<file path="src/rtl/com_float_encoder.sv">
// Iterative encoder from an unsigned integer to the packed {mantissa, exponent}
// float word; normalizes with at most one left shift per clock.
module com_float_encoder #(
  parameter int IN_WIDTH = 16,
  parameter int MANTISSA = 11,
  parameter int EXPONENT = 5,
  parameter int BIAS     = 15
) (
  input  logic                         clk,
  input  logic                         rst,
  input  logic                         in_valid,
  output logic                         in_ready,
  input  logic [IN_WIDTH-1:0]          in_data,
  output logic                         out_valid,
  input  logic                         out_ready,
  output logic [MANTISSA+EXPONENT-1:0] out_data,
  output logic                         out_zero,
  output logic                         busy,
  output logic [1:0]                   dbg_state
);

  generate
    if (IN_WIDTH < MANTISSA) begin : g_bad_width
      $error("com_float_encoder: IN_WIDTH must be >= MANTISSA");
    end
    if (BIAS < MANTISSA - 1) begin : g_bad_bias_low
      $error("com_float_encoder: BIAS must be >= MANTISSA-1");
    end
    if (BIAS + IN_WIDTH - MANTISSA > (2 ** EXPONENT) - 1) begin : g_bad_bias_high
      $error("com_float_encoder: BIAS + IN_WIDTH - MANTISSA exceeds exponent range");
    end
  endgenerate

  typedef enum logic [1:0] {
    IDLE = 2'd0,
    NORM = 2'd1,
    DONE = 2'd2
  } state_t;

  // Exponent of an input whose leading one already sits in the MSB.
  localparam int E_INIT_I = BIAS + IN_WIDTH - MANTISSA;
  localparam logic [EXPONENT-1:0] E_INIT = E_INIT_I[EXPONENT-1:0];

  state_t              state;
  logic [IN_WIDTH-1:0] w;
  logic [EXPONENT-1:0] e;
  logic                w_zero;
  logic                w_norm;

  assign w_zero    = (w == '0);
  assign w_norm    = w[IN_WIDTH-1];
  assign dbg_state = state;

  // Handshakes: a word moves on an edge where valid and ready are both high.
  // Input side transfers only in IDLE; output side holds data stable in DONE
  // until out_ready is seen, and out_ready elsewhere has no effect.
  always_ff @(posedge clk or posedge rst) begin
    if (rst) begin
      state     <= IDLE;
      w         <= '0;
      e         <= '0;
      in_ready  <= 1'b1;
      out_valid <= 1'b0;
      out_data  <= '0;
      out_zero  <= 1'b0;
      busy      <= 1'b0;
    end else begin
      case (state)
        IDLE: begin
          if (in_valid && in_ready) begin
            w        <= in_data;
            e        <= E_INIT;
            in_ready <= 1'b0;
            busy     <= 1'b1;
            state    <= NORM;
          end
        end
        NORM: begin
          if (w_norm || w_zero) begin
            // Zero encodes as all-zero fields rather than carrying E_INIT.
            out_data  <= w_zero ? '0 : {w[IN_WIDTH-1 -: MANTISSA], e};
            out_zero  <= w_zero;
            out_valid <= 1'b1;
            state     <= DONE;
          end else begin
            w <= {w[IN_WIDTH-2:0], 1'b0};
            e <= e - EXPONENT'(1);
          end
        end
        DONE: begin
          if (out_ready) begin
            out_valid <= 1'b0;
            in_ready  <= 1'b1;
            busy      <= 1'b0;
            state     <= IDLE;
          end
        end
        default: begin
          out_valid <= 1'b0;
          in_ready  <= 1'b1;
          busy      <= 1'b0;
          state     <= IDLE;
        end
      endcase
    end
  end

endmodule

</file>
<file path="config.mk">
export PLATFORM = sky130hd
export DESIGN_NAME = com_float_encoder
export DESIGN_NICKNAME = d
export VERILOG_FILES = /design/src/rtl/com_float_encoder.sv
export SDC_FILE = /design/constraint.sdc
export NUM_CORES = 1
export LEC_CHECK = 0
export ABC_AREA = 0
export BUFFER_PORTS_ARGS = -buffer_cell sky130_fd_sc_hd__buf_2
export CAP_MARGIN = 20
export CORE_MARGIN = 3
export CORE_UTILIZATION = 30
export CTS_BUF_LIST = sky130_fd_sc_hd__clkbuf_16
export CTS_CLUSTER_SIZE = 10
export DETAILED_ROUTE_END_ITERATION = 16
export HOLD_SLACK_MARGIN = 0.08
export MAX_ROUTING_LAYER = met4
export PLACE_DENSITY_LB_ADDON = 0.1
export SLEW_MARGIN = 20
export SYNTH_ARGS = -nofsm -noshare
export SYNTH_HDL_FRONTEND = slang
export SYNTH_SLANG_ARGS = --single-unit
</file>
<file path="constraint.sdc">
create_clock -name clk -period 3.5 [get_ports clk]
set_input_delay 0.7 -clock clk [delete_from_list [all_inputs] [get_ports clk]]
set_output_delay 0.7 -clock clk [all_outputs]
set_load 0.01 [all_outputs]
</file>
Word level (Yosys, flattened, before mapping)
Index checks and enable logic that the tools add are counted.
{"block": "totals", "wordCells": 46, "register_bits": 43, "latch_bits": 0, "ramBits": 0, "output_inout_bits": 22, "input_bits": 20, "n_memories": 0, "romBits": 0}
{"block": "op_classes", "mul": 0, "addsub": 1, "n_mux": 19, "n_shift": 0, "n_eq_ne": 6, "reduce_logical": 10, "order_cmp": 0, "div_mod_pow": 0, "n_bitwise": 2}
{"operator": "$mux W16", "count": 3}
{"operator": "$pmux W16 S2", "count": 1}
{"operator": "$logic_not A16 Y1", "count": 1}
{"operator": "$reduce_and A3 Y1", "count": 4}
{"operator": "$mux W5", "count": 2}
{"operator": "$pmux W5 S2", "count": 1}
{"operator": "$pmux W1 S3", "count": 3}
{"operator": "$ne A2 B2 Y1 const B", "count": 4}
{"operator": "$mux W2", "count": 3}
{"operator": "$pmux W2 S3", "count": 1}
{"operator": "$mux W1", "count": 5}
{"operator": "$sub A5 B1 Y5 const B", "count": 1}
{"operator": "$eq A2 B1 Y1 const B", "count": 1}
{"operator": "$eq A2 B2 Y1 const B", "count": 1}
{"operator": "$logic_not A2 Y1", "count": 1}
{"operator": "$not A1 Y1", "count": 2}
{"operator": "$reduce_and A2 Y1", "count": 1}
{"operator": "$reduce_bool A2 Y1", "count": 1}
{"operator": "$logic_and A1 B1 Y1", "count": 1}
{"operator": "$logic_or A1 B1 Y1", "count": 1}

Depth between registers and ports, before layout
{"block": "depth", "ltp_word": 4, "ltp_mapped": 6, "ltp_nobuf": 6}

Least setup slack after synthesis
No wires, ideal clock.
{"block": "synth_path", "kind": "flip-flop to flip-flop", "startpoint": "register w[6]", "endpoint": "register w[4]", "stages_incl_launch_ff": 7, "setup_time_ns": 0.133, "path_slack_ns": 1.348, "t_arrival_ns": 2.019, "synth_period_minus_slack_ns": 2.152, "n_path_buf": 2, "t_required_ns": 3.367, "path_cell_list": "dfrtp_1 > or4_4 > o41ai_4 > or2_1 > buf_6 > buf_12 > a22oi_2"}
{"block": "synth_between", "elab_chain_cells": 4}
{"item": "from (decl)", "line_no": "45", "text": "logic [IN_WIDTH-1:0] w;"}
{"item": "from (signal assigned)", "line_no": "71", "text": "w <= in_data;"}
{"item": "from (signal assigned)", "line_no": "86", "text": "w <= {w[IN_WIDTH-2:0], 1'b0};"}
{"item": "$logic_not A16 Y1", "line_no": "50", "text": "assign w_zero = (w == '0);"}
{"item": "$logic_or A1 B1 Y1", "line_no": "79", "text": "if (w_norm || w_zero) begin"}
{"item": "$ne A2 B2 Y1 (no source line)"}
{"item": "$reduce_and A3 Y1 (no source line)"}
Every way passes these cells.
A chain may end at the register's enable or synchronous reset.

Worst setup path in the final report
{"block": "layout_path", "startpoint": "register w[6]", "endpoint": "register e[3]"}
{"block": "layout_between", "elab_chain_cells": 4}
{"item": "$logic_not A16 Y1", "line_no": "50"}
{"item": "$logic_or A1 B1 Y1", "line_no": "79"}
{"item": "$ne A2 B2 Y1 (no source line)"}
{"item": "$reduce_and A3 Y1 (no source line)"}
{"item": "to (signal assigned)", "line_no": "87", "text": "e <= e - EXPONENT'(1);"}
{"item": "to (decl)", "line_no": "46", "text": "logic [EXPONENT-1:0] e;"}
Every way passes these cells.

==> reports/summary.log <==
[run_status] status complete, no violations
[power_and_ir_drop] leak pwr 1.17 nW
[setup_path] crit-path most repeated cell sky130_fd_sc_hd__buf_4
[clock_tree] number of buffers inserted by hold repair at cts 0
[setup_path] kind of end point of the critical path register
[yosys] count of different cell masters after synthesis 39
[finish] area added between synthesis and finish 20.3%
[route] routed wirelength normalized by instance count 16.9 um
[power_and_ir_drop] share of power burned in registers 48.5%
[setup_path] worst setup path class register to register
[setup_path] data arrival at the endpoint of the critical path 2700 ps
[floorplan] vertical extent of the die 87.9 um
[clock_tree] clock network latency to the later pin of the worst-skew pair 280 ps
[yosys] proportion of synthesized flip-flops having asynchronous set or reset 100%
[route] number of nets still failing antenna checks after routing 0
[finish] number of inserted diodes 0
[timing] worst clock skew 7.31 ps
[yosys] Post-synth EDFFs 0
[setup_path] CP startpoint kind register
[setup_path] Critical Path RT 3710 ps
[yosys] number of instances in the synthesized netlist 164
[run] reported max-cap violation count 0
[global_routing] antenna violations before repair 0
[clock_tree] CTS tree built
[timing] setup tns final 0 ps
[global_routing] GR Overflow Total 0
[global_routing] maximum number of pins on one net before global-route repair 21
[global_routing] vias in the first global route 1494
[route] total via count in the routed design 1459
[yosys] synth warn 0
[clock_tree] clock root buffer sky130_fd_sc_hd__clkbuf_16
[timing] worst relative slew slack 48.1%
[floorplan] die area 0.00772 sq mm
[power_and_ir_drop] clock group share of total power 23.8%
[place] number of buffers added on ports 41
[global_routing] first-pass GRT wire length 7940 um
[timing] total count of hold-check failures in the final report 0
[route] vias per std cell 5.10
[floorplan] initial core utilization 31.3%
[power_and_ir_drop] Net Switching 0.000599 W
[clock_tree] Setup Fix Bufs, Post-CTS 0
[clock_tree] Clock Pin Slew Worst Setup and Hold Paths 60 ps
[finish] area of the multi-input gates 840 sq um
[place] final weighted congestion of routability-driven global placement 0.767
[worst_hold_path] worst hold path class register to register
[route] number of DRC violations after detailed-routing iteration 0 49
[yosys] net count after synthesis 185
[clock_tree] Max Buffers Root-to-Sink 2
[power_and_ir_drop] portion of total power attributed to combinational logic 27.7%
[finish] net count reported at finish 229
[global_routing] total global-route track usage 14.0%
[place] worst setup slack after placement 1010 ps
[yosys] Netlist Area Pre-Place 0.00201 sq mm
[power_and_ir_drop] switching power share of the total 32.5%
[timing] slew at the pin with the worst max-slew slack 778 ps
[timing] post-route setup slack 1020 ps
[setup_path] sequence of cells on the critical path or4_4 -> o41ai_4 -> buf_4 -> or2_1 -> buf_4 -> a311o_1
[yosys] Seq/Total Area, Yosys 53.5%
[setup_path] delay of the slowest critical-path stage 570 ps
[timing] part of the cycle the worst path needs 71.0%
[clock_tree] Gates resized, CTS repair 0
[floorplan] chip width 87.9 um
[route] detailed-route DRC error count 0
[yosys] Avg Cell Area, Syn 12.3 sq um
[yosys] Area contributors post-synth sky130_fd_sc_hd__dfrtp_1, sky130_fd_sc_hd__mux2i_1, sky130_fd_sc_hd__a22o_1
[power_and_ir_drop] maximum vdd drop 334 uV
[power_and_ir_drop] Pint 0.00124 W
[finish] share of layout cells above drive strength 1 34.4%
[floorplan] standard cell core area 0.00642 sq mm
[setup_path] critical path's slowest cell sky130_fd_sc_hd__or4_4
[finish] final core utilization 37.7%
[timing] Finish-stage setup viols 0
[power_and_ir_drop] power density over the cells 761 mW/mm^2
[place] DPL Wire Length 3470 um
[yosys] cell type contributing the most total cell area after synthesis sky130_fd_sc_hd__dfrtp_1
[setup_path] worst-path fanout max 10
[yosys] FF+latch count, synth 43
[timing] setup repair after global routing missed its margin no
[floorplan] floorplan row count 29
[floorplan] # IOs 42
[route] first-pass iteration count of the detailed router 4
[timing] Period minus WS final 2480 ps
[finish] Layout fillers 637
[clock_tree] number of sinks driven by the clock tree 43
[timing] number of pins with negative max-slew slack in the final report 0
[route] WL final 4840 um
[timing] maximum clock rate 403 MHz
[clock_tree] clock buffers created by TritonCTS 5
[yosys] main flop type after synthesis sky130_fd_sc_hd__dfrtp_1
[finish] area occupied by registers 0.00108 sq mm
[clock_tree] count of H-tree levels built during CTS 2
[yosys] Synth top area share 52.2%
-- final cells by class --
type	instances	area share [%]
Tap cell	77	3.98
Multi-Input combinational cell	106	34.7
Inverter	5	0.776
Clock inverter	3	0.517
Clock buffer	5	5.17
Sequential cell	43	44.5
Timing Repair Buffer	47	10.3
-- state kept, by name (all words and copies together) (netlist names) --
register	cells
dbg_state	2
e	5
w	16
out_zero	1
out_data	16
in_ready	1
out_valid	1
busy	1
-- per-stage QoR --
stage / std cells / total power [W] / cell area [sq um] / hold WS (ps)
floorplan: 164 / 0.00120 / 2010 / 487
finish: 286 / 0.00184 / 2420 / 468
CTS: 286 / 0.00187 / 2420 / 473
global placement: 278 / 0.00140 / 2280 / 457
global route: 286 / 0.00196 / 2420 / 511
detailed placement: 278 / 0.00142 / 2280 / 458
-- worst paths after layout --
kind                            from           to  slack, ps  cells after the start
setup / recovery                w[6]         e[3]       1020                      6
hold / removal             out_valid    out_valid        470                      2
setup reg to reg                w[6]         e[3]       1020                      6
hold reg to reg            out_valid    out_valid        470                      2
max in group asynchronous        rst     out_zero       2320                      3
min in group asynchronous        rst  out_data[1]        510                      2
-- logic make-up after synthesis --
| group | after synthesis | synth area share (%) |
|---|---|---|
| and+or+nand+nor | 46 | 12.1 |
| muxes | 16 | 8.58 |
| adders and majority gates | 1 | 0.622 |
| buffers and inverters | 15 | 4.73 |
| AOI/OAI and AO/OA | 43 | 20.5 |
| DFF | 43 | 53.5 |
-- worst max-delay path: cells and delay by family, from the launching register on --
kind | cells | cell delay [ps]
compound gates | 2 | 540
flops | 1 | 410
simple gates | 2 | 960
buf+inv | 2 | 510
-- cells in the mapped netlist (2+ instances only) --
master / n
sky130_fd_sc_hd__mux2i_1: 15
sky130_fd_sc_hd__nand3_1: 2
sky130_fd_sc_hd__nand2_1: 6
sky130_fd_sc_hd__buf_6: 3
sky130_fd_sc_hd__a22o_1: 14
sky130_fd_sc_hd__nor2b_1: 2
sky130_fd_sc_hd__clkbuf_1: 5
sky130_fd_sc_hd__or4_4: 3
sky130_fd_sc_hd__o21ai_0: 4
sky130_fd_sc_hd__o211ai_1: 2
sky130_fd_sc_hd__nor2_1: 20
sky130_fd_sc_hd__dfrtp_1: 42
sky130_fd_sc_hd__or3_1: 2
sky130_fd_sc_hd__nor3_1: 2
sky130_fd_sc_hd__inv_1: 5
sky130_fd_sc_hd__a22oi_1: 5
sky130_fd_sc_hd__nor4_1: 2
sky130_fd_sc_hd__a22oi_2: 9
-- cell usage in the layout, fill, tap and decap left out, types with 2 or more instances in the layout --
master	Yosys	final
sky130_fd_sc_hd__nor3_1	2	2
sky130_fd_sc_hd__inv_1	5	6
sky130_fd_sc_hd__or3_1	2	2
sky130_fd_sc_hd__buf_4	0	6
sky130_fd_sc_hd__nand3_1	2	2
sky130_fd_sc_hd__a22o_1	14	14
sky130_fd_sc_hd__or4_4	3	3
sky130_fd_sc_hd__a22oi_2	9	9
sky130_fd_sc_hd__clkbuf_16	0	5
sky130_fd_sc_hd__nor4_1	2	2
sky130_fd_sc_hd__o21ai_0	4	4
sky130_fd_sc_hd__a22oi_1	5	5
sky130_fd_sc_hd__nand2_1	6	6
sky130_fd_sc_hd__nor2b_1	2	2
sky130_fd_sc_hd__dfrtp_1	42	42
sky130_fd_sc_hd__nor2_1	20	20
sky130_fd_sc_hd__o211ai_1	2	2
sky130_fd_sc_hd__mux2i_1	15	15
sky130_fd_sc_hd__buf_2	0	41
-- power groups by stage --
stage	Combinational [W]	Sequential [W]	Clock, W
2_1_floorplan	0.000300	0.000898	0
5_1_grt	0.000570	0.000923	0.000470
4_1_cts	0.000519	0.000893	0.000453
6_report	0.000510	0.000893	0.000437
3_3_place_gp	0.000508	0.000890	0
3_5_place_dp	0.000517	0.000901	0
-- metal layers --
metal	track usage, %	part of all wire (%)	vias to the layer above
met5	-	0	-
met4	3.77	0.89	0
met3	3.10	3.9	4
met2	21.5	47	32
met1	18.5	48	728
li1	-	-	695
No activity file was read; power rests on OpenSTA's default activity.
